## config.mk

```make
export PLATFORM = sky130hd
export DESIGN_NAME = muldiv_unit_flat
export DESIGN_NICKNAME = d
export VERILOG_FILES = /design/src/rtl/muldiv_unit_if.sv /design/src/rtl/muldiv_unit.sv /design/src/flat_wrapper.sv
export SDC_FILE = /design/constraint.sdc
export NUM_CORES = 1
export LEC_CHECK = 0
export BUFFER_PORTS_ARGS = -buffer_cell sky130_fd_sc_hd__buf_4
export CAP_MARGIN = 20
export CORE_MARGIN = 5
export CORE_UTILIZATION = 64
export CTS_BUF_LIST = sky130_fd_sc_hd__clkbuf_8
export DETAILED_ROUTE_END_ITERATION = 7
export PLACE_DENSITY = 0.83
export SLEW_MARGIN = 20
export SYNTH_ARGS = -nofsm -noshare
export SYNTH_HDL_FRONTEND = slang
export SYNTH_SLANG_ARGS = --single-unit
```

## constraint.sdc

```tcl
create_clock -name clk -period 4.1 [get_ports clk]
set_input_delay 0.615 -clock clk [delete_from_list [all_inputs] [get_ports clk]]
set_output_delay 0.615 -clock clk [all_outputs]
set_load 0.05 [all_outputs]
```

## src/rtl/muldiv_unit_if.sv

```systemverilog
// Request/response bundle between the execute stage and the iterative RV32M unit.
interface muldiv_unit_if #(
  parameter int unsigned XLEN = 32
);
  logic            start;
  logic [2:0]      funct3;
  logic [XLEN-1:0] op_a;
  logic [XLEN-1:0] op_b;
  logic [4:0]      rd_in;
  logic            busy;
  logic            done;
  logic [XLEN-1:0] result;
  logic [4:0]      rd_out;

  modport master (
    output start, funct3, op_a, op_b, rd_in,
    input  busy, done, result, rd_out
  );

  modport slave (
    input  start, funct3, op_a, op_b, rd_in,
    output busy, done, result, rd_out
  );
endinterface

```

## src/rtl/muldiv_unit.sv

```systemverilog
// Iterative RV32M multiply/divide: shift-add multiply and restoring divide on
// operand magnitudes, fixed 34-cycle latency from acceptance to done.
module muldiv_unit #(
  parameter int unsigned XLEN  = 32,
  parameter int unsigned ITERS = 32
) (
  input  logic          clk,
  input  logic          reset,
  muldiv_unit_if.slave  bus
);
  localparam int unsigned CW = $clog2(ITERS);
  localparam int unsigned PW = 2 * XLEN;

  typedef enum logic [1:0] {IDLE, RUN, FIN} state_t;

  state_t          state_q, state_d;
  logic [CW-1:0]   cnt_q, cnt_d;
  logic [2:0]      op_q, op_d;
  logic [4:0]      rd_q, rd_d;
  logic [XLEN-1:0] mag_a_q, mag_a_d, mag_b_q, mag_b_d;
  logic [XLEN-1:0] hi_q, hi_d, lo_q, lo_d;
  logic            neg_q, neg_d, sa_q, sa_d, dz_q, dz_d, ovf_q, ovf_d;
  logic            busy_q, busy_d, done_q, done_d;
  logic [XLEN-1:0] result_q, result_d;
  logic [4:0]      rd_out_q, rd_out_d;

  // Operand conditioning at acceptance
  logic            sgn_a_en, sgn_b_en, in_sa, in_sb;
  logic [XLEN-1:0] in_mag_a, in_mag_b;
  // One iteration of each algorithm
  logic [XLEN:0]   mul_sum, div_shift, div_trial;
  logic            div_ge;
  // Final sign correction and selection
  logic [PW-1:0]   prod, prod_s;
  logic [XLEN-1:0] quo_s, rem_s, a_val, fin_res;

  always_comb begin
    sgn_a_en  = (bus.funct3 == 3'd1) || (bus.funct3 == 3'd2) ||
                (bus.funct3 == 3'd4) || (bus.funct3 == 3'd6);
    sgn_b_en  = (bus.funct3 == 3'd1) || (bus.funct3 == 3'd4) || (bus.funct3 == 3'd6);
    in_sa     = sgn_a_en && bus.op_a[XLEN-1];
    in_sb     = sgn_b_en && bus.op_b[XLEN-1];
    in_mag_a  = in_sa ? -bus.op_a : bus.op_a;
    in_mag_b  = in_sb ? -bus.op_b : bus.op_b;

    mul_sum   = {1'b0, hi_q} + {1'b0, (lo_q[0] ? mag_a_q : XLEN'(0))};
    // Remainder stays below the divisor, so bit XLEN of the trial is the borrow
    div_shift = {hi_q, lo_q[XLEN-1]};
    div_trial = div_shift - {1'b0, mag_b_q};
    div_ge    = ~div_trial[XLEN];

    prod      = {hi_q, lo_q};
    prod_s    = neg_q ? -prod : prod;
    quo_s     = neg_q ? -lo_q : lo_q;
    rem_s     = sa_q ? -hi_q : hi_q;
    a_val     = sa_q ? -mag_a_q : mag_a_q;

    unique case (op_q)
      3'd0:    fin_res = prod_s[XLEN-1:0];
      3'd4:    fin_res = dz_q ? '1 : (ovf_q ? {1'b1, {(XLEN-1){1'b0}}} : quo_s);
      3'd5:    fin_res = dz_q ? '1 : quo_s;
      3'd6:    fin_res = dz_q ? a_val : (ovf_q ? '0 : rem_s);
      3'd7:    fin_res = dz_q ? a_val : rem_s;
      default: fin_res = prod_s[PW-1:XLEN];
    endcase
  end

  // Next-state and datapath update
  always_comb begin
    state_d  = state_q;
    cnt_d    = cnt_q;
    op_d     = op_q;
    rd_d     = rd_q;
    mag_a_d  = mag_a_q;
    mag_b_d  = mag_b_q;
    hi_d     = hi_q;
    lo_d     = lo_q;
    neg_d    = neg_q;
    sa_d     = sa_q;
    dz_d     = dz_q;
    ovf_d    = ovf_q;
    busy_d   = busy_q;
    done_d   = 1'b0;
    result_d = result_q;
    rd_out_d = rd_out_q;

    unique case (state_q)
      IDLE: begin
        if (bus.start) begin
          state_d = RUN;
          cnt_d   = '0;
          op_d    = bus.funct3;
          rd_d    = bus.rd_in;
          mag_a_d = in_mag_a;
          mag_b_d = in_mag_b;
          hi_d    = '0;
          lo_d    = bus.funct3[2] ? in_mag_a : in_mag_b;
          neg_d   = in_sa ^ in_sb;
          sa_d    = in_sa;
          dz_d    = (bus.op_b == '0);
          ovf_d   = (bus.op_a == {1'b1, {(XLEN-1){1'b0}}}) && (bus.op_b == '1);
          busy_d  = 1'b1;
        end
      end
      RUN: begin
        if (op_q[2]) begin
          hi_d = div_ge ? div_trial[XLEN-1:0] : div_shift[XLEN-1:0];
          lo_d = {lo_q[XLEN-2:0], div_ge};
        end else begin
          hi_d = mul_sum[XLEN:1];
          lo_d = {mul_sum[0], lo_q[XLEN-1:1]};
        end
        cnt_d = cnt_q + CW'(1);
        if (cnt_q == CW'(ITERS - 1)) state_d = FIN;
      end
      FIN: begin
        result_d = fin_res;
        rd_out_d = rd_q;
        done_d   = 1'b1;
        busy_d   = 1'b0;
        state_d  = IDLE;
      end
      default: state_d = IDLE;
    endcase
  end

  always_ff @(posedge clk) begin
    if (reset) begin
      state_q  <= IDLE;
      cnt_q    <= '0;
      op_q     <= '0;
      rd_q     <= '0;
      mag_a_q  <= '0;
      mag_b_q  <= '0;
      hi_q     <= '0;
      lo_q     <= '0;
      neg_q    <= 1'b0;
      sa_q     <= 1'b0;
      dz_q     <= 1'b0;
      ovf_q    <= 1'b0;
      busy_q   <= 1'b0;
      done_q   <= 1'b0;
      result_q <= '0;
      rd_out_q <= '0;
    end else begin
      state_q  <= state_d;
      cnt_q    <= cnt_d;
      op_q     <= op_d;
      rd_q     <= rd_d;
      mag_a_q  <= mag_a_d;
      mag_b_q  <= mag_b_d;
      hi_q     <= hi_d;
      lo_q     <= lo_d;
      neg_q    <= neg_d;
      sa_q     <= sa_d;
      dz_q     <= dz_d;
      ovf_q    <= ovf_d;
      busy_q   <= busy_d;
      done_q   <= done_d;
      result_q <= result_d;
      rd_out_q <= rd_out_d;
    end
  end

  assign bus.busy   = busy_q;
  assign bus.done   = done_q;
  assign bus.result = result_q;
  assign bus.rd_out = rd_out_q;
endmodule

```

## src/flat_wrapper.sv

```systemverilog
// flat-port wrapper written by rule: the top's interface ports become plain ports
module muldiv_unit_flat 
#(
  parameter int unsigned XLEN  = 32,
  parameter int unsigned ITERS = 32
)
  (clk, reset, bus_start, bus_funct3, bus_op_a, bus_op_b, bus_rd_in, bus_busy, bus_done, bus_result, bus_rd_out);
  muldiv_unit_if #(.XLEN(XLEN)) bus_i ();
  input  logic clk;
  input  logic reset;
  input wire logic [$bits(bus_i.start)-1:0] bus_start;
  input wire logic [$bits(bus_i.funct3)-1:0] bus_funct3;
  input wire logic [$bits(bus_i.op_a)-1:0] bus_op_a;
  input wire logic [$bits(bus_i.op_b)-1:0] bus_op_b;
  input wire logic [$bits(bus_i.rd_in)-1:0] bus_rd_in;
  output wire logic [$bits(bus_i.busy)-1:0] bus_busy;
  output wire logic [$bits(bus_i.done)-1:0] bus_done;
  output wire logic [$bits(bus_i.result)-1:0] bus_result;
  output wire logic [$bits(bus_i.rd_out)-1:0] bus_rd_out;
  assign bus_i.start = bus_start;
  assign bus_i.funct3 = bus_funct3;
  assign bus_i.op_a = bus_op_a;
  assign bus_i.op_b = bus_op_b;
  assign bus_i.rd_in = bus_rd_in;
  assign bus_busy = bus_i.busy;
  assign bus_done = bus_i.done;
  assign bus_result = bus_i.result;
  assign bus_rd_out = bus_i.rd_out;
  muldiv_unit #(.XLEN(XLEN), .ITERS(ITERS)) u_core (.clk(clk), .reset(reset), .bus(bus_i));
endmodule
```

### After elaboration in Yosys (flattened, before gate mapping)

Index checks and enable logic that the tools add are counted.

* flip-flop bits (word level): 186
* logic and storage cells: 89

* $add $sub $neg: 9
* equality and inequality tests: 15
* mux-type cells: 30
* bitwise logic cells: 2
* reduce and logical (&&, ||, !) cells: 17

Operator list (number)
* $mux W32: 18
* $neg A32 Y32: 5
* $pmux W32 S5: 1
* $pmux W32 S2: 2
* $eq A32 B32 Y1 const B: 2
* $mux W64: 1
* $neg A64 Y64: 1
* $add A32 B32 Y33: 1
* $sub A33 B32 Y33: 1
* $logic_not A32 Y1: 1
* $eq A3 B3 Y1 const B: 6
* $pmux W5 S2: 1
* $reduce_and A2 Y1: 4
* $add A5 B1 Y5 const B: 1
* $eq A5 B5 Y1 const B: 1
* $logic_or A1 B1 Y1: 5
* $mux W5: 1
* $mux W2: 2
* $pmux W2 S2: 1
* $reduce_bool A2 Y1: 2
* $eq A3 B1 Y1 const B: 1
* $eq A3 B2 Y1 const B: 1
* $logic_and A1 B1 Y1: 3
* $logic_not A3 Y1: 1
* 9 further kinds: 10

### Longest topological paths before layout

Gate-level depths: netlist of run 1.

* word-level depth: 9
* gate-level depth with buffers: 15
* gate-level depth less buffers: 14

### Least setup slack after synthesis of run 1

OpenSTA, ideal clock, no wires.

* path kind: flip-flop to flip-flop
* start point: register u_core.lo_q[31]
* end point: register u_core.hi_q[27]
* setup time: 0.130 ns
* arrival time: 3.265 ns
* data required time: 3.970 ns
* setup slack: 0.704 ns
* stages on the path, launching flop included: 15
* path buffers: 2
* clock period less this slack: 3.396 ns
* cell sequence: dfxtp_1 > inv_1 > ha_1 > fa_1 > nand2b_1 > a21o_1 > a211oi_1 > o21ai_0 > a211o_1 > a21oi_1 > clkbuf_1 > nor2_1 > buf_2 > a211oi_1 > o31ai_1

* cells in the longest elaborated chain, start to end: 4

Ends and longest elaborated chain
* start, declared: line muldiv_unit.sv:21 `logic [XLEN-1:0] hi_q, hi_d, lo_q, lo_d;`
* start signal, assigned: line muldiv_unit.sv:153 `lo_q <= lo_d;`
* $sub A33 B32 Y33: line muldiv_unit.sv:49 `div_trial = div_shift - {1'b0, mag_b_q};`
* $mux W32: line muldiv_unit.sv:107 `hi_d = div_ge ? div_trial[XLEN-1:0] : div_shift[XLEN-1:0];`
* $mux W32: line muldiv_unit.sv:106 `if (op_q[2]) begin`
* $pmux W32 S2: line muldiv_unit.sv:87 `unique case (state_q)`
* end signal, assigned: line muldiv_unit.sv:152 `hi_q <= hi_d;`
* end, declared: line muldiv_unit.sv:21

Every way passes these cells.
A chain may end at the register's enable or synchronous reset.

### Worst setup path in the final report of run 1

* start point: register u_core.hi_q[0]
* end point: register u_core.hi_q[29]

* cells in the longest elaborated chain, start to end: 4
* elaborated cells between the ends (all ways): 5
* classes of those cells: 2 x add/sub; 3 x mux

Ends and longest elaborated chain (line)
* $sub A33 B32 Y33: muldiv_unit.sv:49
* $mux W32: muldiv_unit.sv:107
* $mux W32 *: muldiv_unit.sv:106
* $pmux W32 S2 *: muldiv_unit.sv:87

Mark *: on every way between the ends. The rest lies on a longest branch, timed or not.

==> results.md, run 1 <==
* Status: finished with violations
* Failing checks: design-rule violations
* RSZ-0062 raised after global routing: false
* Worst vdd ir at about 0.23 mV
* Distinct cells, synth at 75
* Synth area leaders: dfxtp_1 23%, xor2_1 6.3%, xnor2_1 5.7%, ha_1 5.5%, o21ai_0 5.4%
* Dpl hpwl at 46.8 mm
* Clock skew at 0.0407 ns
* Initial antenna violation count at 2
* Hold Crit Depth at 3
* Comb power frac at 35.0%
* Tmin final at 3.82 ns
* Required @ worst endpoint at 4.53 ns
* Reg-to-Reg Start: u_core.hi_q[0]
* Std-Cell Core Area at 25200 sq um
* Routed WL per cell at 23.3 um
* Post-synth EDFFs at 0
* Reg2Reg Depth at 12
* Post-route ant nets at 0
* Hold Buf Count CTS at 0
* GPL Wtd Cong at around 1.1
* Endpoints failing hold at 0
* Clock Pin Slew Worst Setup and Hold Paths at 0.14 ns
* Main synth FF type: dfxtp_1
* Initial Utilization at 65.0%
* Post-layout net count at 2405
* Routed wire length at 60.5 mm
* CP Launch Type: flip-flop
* CP endpoint kind: flip-flop
* CTS Buf Count at 17
* DRC Markers at 4
* Area Overhead vs Synth at 9.63%
* Mapped Cells at 2223
* Clock tree buffer depth at 2
* Max Cap Viol at 0
* Hold Crit Start: bus_rd_in[1]
* CTS tree: yes
* Worst slew pin tran at 1.08 ns
* Clock power share at around a quarter
* Slew HR at about 28%
* Fmax at between 0.2 and 0.3 GHz
* Register area at around 3700 sq um
* Die Ht at 170 um
* Hold WC Path Type: in2reg
* PostCTS Resize Cnt at 0
* Grt ovf at 0
* Post-synthesis sequential area ratio at 22.8%
* Pwr Density at 300 nW/um^2
* Post-CTS setup buffers at 0
* Die area at 28900 sq um
* Pleak at about 0.0071 uW
* DR vias/cell at 6.89
* Die W at 170 um
* Critical path type: reg2reg
* Finish-stage setup viols at 0
* Layout cells sized above 1 at 11.1%
* Sw Ratio at 41.9%
* Most frequent cells in the layout: 205 x nor2_1, 203 x nand2_1, 182 x dfxtp_1, 178 x o21ai_0
* Syn nets at 2372
* H-tree levels at 4
* Routed via count at between 15000 and 20000
* Worst-Skew Late Latency at 0.52 ns
* Syn avg cell area at 7.36 sq um
* Vias in the first global route at 16600
* FP Rows at 58
* Pin count of the biggest net entering global routing at 100
* IO Port Bufs at 113
* First-pass GRT wire length at 93.1 mm
* Int Pwr at 3130 uW
* 1st-pass router iterations at 8
* IO Count at 114
* Sequential power share at 39.4%
* Flops & latches, synth at 186
* Final period utilization at 93.2%
* Asr flop ratio synth at 0%
* Setup TNS at 0 ns
* Hold-critical path endpoint: u_core.rd_q[1]
* Slew Limit Fails at 0
* Top cell type's share of synthesized area at between 20% and 30%
* Final instance area at 17900 sq um
* Netlist Area Pre-Place at roughly 16000 sq um
* Num Clock Sinks at 186
* Reg2reg setup slack at 0.28 ns
* Max FO, Critical Path at 21
* NetSw at 2260 uW
* CP Data Arrival Time at 4.25 ns
* Most common cell after layout, fill and taps aside: nor2_1
* Synthesis Warnings at 0
* R2R Path End: u_core.hi_q[29]
* CTS root buffer: clkbuf_8
* Iter 0 DRT Violations at 2388
* DP Area at 17500 sq um
* Multi-input logic area at approximately 12000 sq um
* Pre-CTS WS at 0.298 ns
* GR Util All Layers at about two fifths
* Final setup margin at 0.281 ns
* Biggest area consumer among synthesized cells: dfxtp_1
* Fill cells at 2102
-- synth_stat cells (15+ instances only) --
library cell,number
and2_1,41
inv_1,74
o221ai_1,25
dfxtp_1,186
clkbuf_1,131
xor2_1,117
buf_1,15
nand3_1,31
nor2b_1,23
or4_1,25
nor3_1,56
a211oi_1,110
nand2b_1,17
o21ai_0,178
a21oi_1,172
nor2_1,206
ha_1,72
o211ai_1,31
o41ai_1,23
nor4_1,18
o31ai_1,38
nand4_1,18
mux2i_1,46
nand2_1,203
xnor2_1,106
a21o_1,31
a31oi_1,15
or3_1,25
-- worst max-delay path: stages (launching register included) --
cell and delay (ns):
dfxtp_1 0.55, inv_1 0.19, fa_1 0.49, nand2b_1 0.22
a21o_1 0.21, a211oi_1 0.23, buf_4 0.18, o21ai_0 0.13
a211oi_1 0.45, nor3_4 0.19, a2111oi_0 0.44, o311ai_0 0.25
a211oi_1 0.24
-- power groups by stage --
stage	Clock [uW]	Combinational [uW]	Sequential (uW)
3_3_place_gp	0	1770	2140
5_1_grt	1450	2020	2130
4_1_cts	1380	1820	2100
6_report	1380	1890	2120
2_1_floorplan	0	1280	2040
3_5_place_dp	0	1800	2140
-- worst max-delay path by stage --
stage,cells after the start,startpoint,slack [ns],endpoint
after floorplan,14,u_core.lo_q[31],0.70,u_core.hi_q[27]
after global placement,11,u_core.hi_q[8],0.34,u_core.hi_q[25]
after detailed placement,11,u_core.hi_q[8],0.30,u_core.hi_q[25]
after CTS,11,u_core.hi_q[8],0.30,u_core.hi_q[25]
after global routing,13,u_core.lo_q[31],0.07,u_core.hi_q[29]
final,12,u_core.hi_q[0],0.28,u_core.hi_q[29]
-- logic make-up (layout without fill, tap and decap cells) --
logic type	Yosys count	count (layout)	synth area share (%)
AO/OA/AOI/OAI	739	739	29.6
AND/OR/NAND/NOR	719	719	21.3
buffers and inverters	234	280	5.59
XOR/XNOR	223	223	11.9
flip-flops	186	186	22.8
adder cells (fa/ha/maj)	74	74	5.75
multiplexers	48	48	3.02
other	0	1	0
-- flip-flops by register name (all words and copies together), names as in the netlist --
name and cells:
u_core.bus.busy 1, u_core.lo_q 32, u_core.state_q 2, u_core.bus.result 32, u_core.rd_q 5, u_core.mag_b_q 32
u_core.bus.done 1, u_core.dz_q 1, u_core.op_q 3, u_core.cnt_q 5, u_core.mag_a_q 32, u_core.hi_q 32
u_core.bus.rd_out 5, u_core.neg_q 1, u_core.ovf_q 1, u_core.sa_q 1
-- cell type report --
cell class,instances,area share [%]
clock buffers,17,1.30
inverters,74,1.55
well taps,330,2.30
repair buffers,174,7.42
clock inverters,15,1.09
flip-flops and latches,186,20.8
multi-input cells,1803,65.5
diodes,1,0.0139
-- stage by stage --
| step | instances | util, % | hold slack [ns] | power, uW |
|---|---|---|---|---|
| floorplan | 2223 | - | 0.429 | 3320 |
| global placement | 2567 | 69.5 | 0.436 | 3910 |
| detailed placement | 2567 | 69.5 | 0.435 | 3950 |
| CTS | 2599 | 71.2 | 0.313 | 5300 |
| global route | 2599 | 71.2 | 0.330 | 5600 |
| finish | 2600 | 71.2 | 0.324 | 5380 |
-- per-layer routing --
metal | GRT usage [%] | routed length, um | vias up | share of wire (%)
met5 | 0 | 0 | - | 0
met4 | 21.9 | 3830 | 0 | 6.3
met3 | 8.94 | 7060 | 249 | 12
met2 | 62.1 | 26000 | 1209 | 43
met1 | 53.9 | 23600 | 8268 | 39
li1 | - | - | 8191 | -
(Power assumes the default switching activity.)
==> run 2: changes to the inputs <==
REMOVE_ABC_BUFFERS = 1   (was not set)
==> run 2 against run 1 <==
Largest cell class unchanged. Via count is 0.49% higher. First-iteration DRC count grew 3.9%. Power down 0.10%. Count of clock-buffer cells in the layout is the same. Critical endpoint is now u_core.hi_q[5]. Core utilization grew 0.52 points. Highest routed layer is now met5. Worst setup slack got worse by 0.060 ns. Combinational power hardly changed. Critical path depth is the same. The flow still finishes with violations (design-rule violations). Sequential power hardly changed. Flip-flop and latch count is the same.
==> results.md, run 2 (synthesis gave the netlist of run 1 again) <==
* Status: finished with violations (unchanged)
* Failing checks: design-rule violations (unchanged)
* Cell count after placement at 2585 (was 2567)
* Worst-Skew Late Latency at 0.50 ns (was 0.52 ns)
* Overall power at 5380 uW (about the same)
* Hold Buf Count CTS at 0 (unchanged)
* Int Pwr at 3150 uW (was 3130 uW)
* Initial Utilization at 65.0% (unchanged)
* Routed WL per cell at 23.4 um (was 23.3 um)
* DRC Markers at 2 (was 4)
* Max FO, Critical Path at 16 (was 21)
* IO Count at 114 (unchanged)
* Dpl hpwl at 47.1 mm (was 46.8 mm)
* Sw Ratio at 41.4% (was 41.9%)
* CP Data Arrival Time at 4.33 ns (was 4.25 ns)
* Std-Cell Core Area at 25200 sq um (unchanged)
* Area Overhead vs Synth at 10.4% (was 9.63%)
* Final period utilization at 94.6% (was 93.2%)
* Pwr Density at 298 nW/um^2 (was 300 nW/um^2)
* Grt ovf at 0 (unchanged)
* Pin count of the biggest net entering global routing at 97 (was 100)
* Routed wire length at 61.3 mm (was 60.5 mm)
* GPL Wtd Cong at 1.10 (was 1.07)
* Worst hold margin at 0.366 ns (was 0.324 ns)
* FP Rows at 58 (unchanged)
* Required @ worst endpoint at 4.55 ns (was 4.53 ns)
* Worst vdd ir at 0.213 mV (was 0.226 mV)
* Die Ht at 170 um (unchanged)
* Clock skew at 0.0231 ns (was 0.0407 ns)
* CTS tree: yes (unchanged)
* Fin cells at 2619 (was 2600)
* Post-CTS setup buffers at 0 (unchanged)
* Sequential power share at 39.2% (was 39.4%)
* H-tree levels at 4 (unchanged)
* Post-route ant nets at 0 (unchanged)
* Worst slew pin tran at 1.05 ns (was 1.08 ns)
* Most common cell after layout, fill and taps aside: nor2_1 (unchanged)
* Critical path type: reg2reg (unchanged)
* Tmin final at 3.88 ns (was 3.82 ns)
* 1st-pass router iterations at 8 (unchanged)
* Clock Pin Slew Worst Setup and Hold Paths at 0.12 ns (was 0.14 ns)
* PostCTS Resize Cnt at 0 (unchanged)
* GR Util All Layers at 40.8% (was 40.7%)
* Layout cells sized above 1 at 11.7% (was 11.1%)
* RSZ-0062 raised after global routing: false (unchanged)
* Clock tree buffer depth at 2 (unchanged)
* Finish-stage setup viols at 0 (unchanged)
* Reg2reg setup slack at 0.22 ns (was 0.28 ns)
* Most frequent cells in the layout: 205 x nor2_1, 203 x nand2_1, 190 x buf_4, 182 x dfxtp_1, 178 x o21ai_0 (was 205 x nor2_1, 203 x nand2_1, 182 x dfxtp_1, 178 x o21ai_0)
* NetSw at 2230 uW (was 2260 uW)
* Die W at 170 um (unchanged)
* Pleak at 0.00720 uW (was 0.00711 uW)
* Hold WC Path Type: in2reg (unchanged)
* Num Clock Sinks at 186 (unchanged)
* Post-layout net count at 2423 (was 2405)
* First-pass GRT wire length at 93.6 mm (was 93.1 mm)
* CP endpoint kind: flip-flop (unchanged)
* Vias in the first global route at 16500 (was 16600)
* Setup TNS at 0 ns (unchanged)
* CTS Buf Count at 17 (unchanged)
* Clock power share at 25.4% (was 25.6%)
* Routed via count at 18000 (was 17900)
* Comb power frac at 35.4% (was 35.0%)
* Endpoints failing hold at 0 (unchanged)
* Slew Limit Fails at 0 (unchanged)
* IO Port Bufs at 113 (unchanged)
* Die area at 28900 sq um (unchanged)
* Fmax at 0.258 GHz (was 0.262 GHz)
* DR vias/cell at 6.87 (was 6.89)
* Iter 0 DRT Violations at 2482 (was 2388)
* Initial antenna violation count at 2 (unchanged)
* CP Launch Type: flip-flop (unchanged)
* CTS root buffer: clkbuf_8 (unchanged)
* Max Cap Viol at 0 (unchanged)
* Slew HR at 29.8% (was 28.2%)
==> run 2: final timing paths <==
kind                    startpoint                     to  depth (start not counted)
max                 u_core.hi_q[0]         u_core.hi_q[5]                         12
min                   bus_rd_in[2]         u_core.rd_q[2]                          3
max reg2reg         u_core.hi_q[0]         u_core.hi_q[5]                         12
min reg2reg  u_core.bus.result[15]  u_core.bus.result[15]                          2
==> run 2: routing by layer <==
layer / track usage (%) / wire (um)
met2: 62.7 / 26300
met3: 10.3 / 8600
met4: 15.5 / 2560
met1: 55.3 / 23800
met5: 0 / 34
==> run 2: critical path, cell delays in order (launching register included) <==
cell and delay [ns]:
dfxtp_1 0.53, inv_1 0.17, fa_1 0.45, nand2b_1 0.19, a21o_1 0.18, a211oi_1 0.39, o21ai_0 0.33, a211oi_1 0.42
nor3_2 0.14, buf_4 0.22, or4_1 0.51, a31oi_1 0.19, a21o_1 0.11
==> run 2: stage by stage <==
stage                     area (sq um)  utilization, %  worst slack (ns)
after CTS                        18100            71.7             0.329
final                            18100            71.8             0.220
after floorplan                  15700               -             -5.91
after global routing             18100            71.7            0.0719
after global placement           17600            70.0             0.467
after detailed placement         17600            70.0             0.345
==> run 2: power by group through the flow <==
stage                     Sequential (uW)  Combinational (uW)  Clock [uW]
after floorplan                      2090                1180           0
after global placement               2130                1790           0
after detailed placement             2130                1820           0
after CTS                            2090                1840        1360
after global routing                 2110                2040        1430
final                                2110                1900        1370
==> run 2: final cells by class <==
class                   instances  area (sq um)
inverters                      74           278
clock inverters                15           195
fillers                      2071          7110
diodes                          2          5.00
repair buffers                192          1470
multi-input cells            1803         11800
well taps                     330           413
clock buffers                  17           234
flip-flops and latches        186          3730
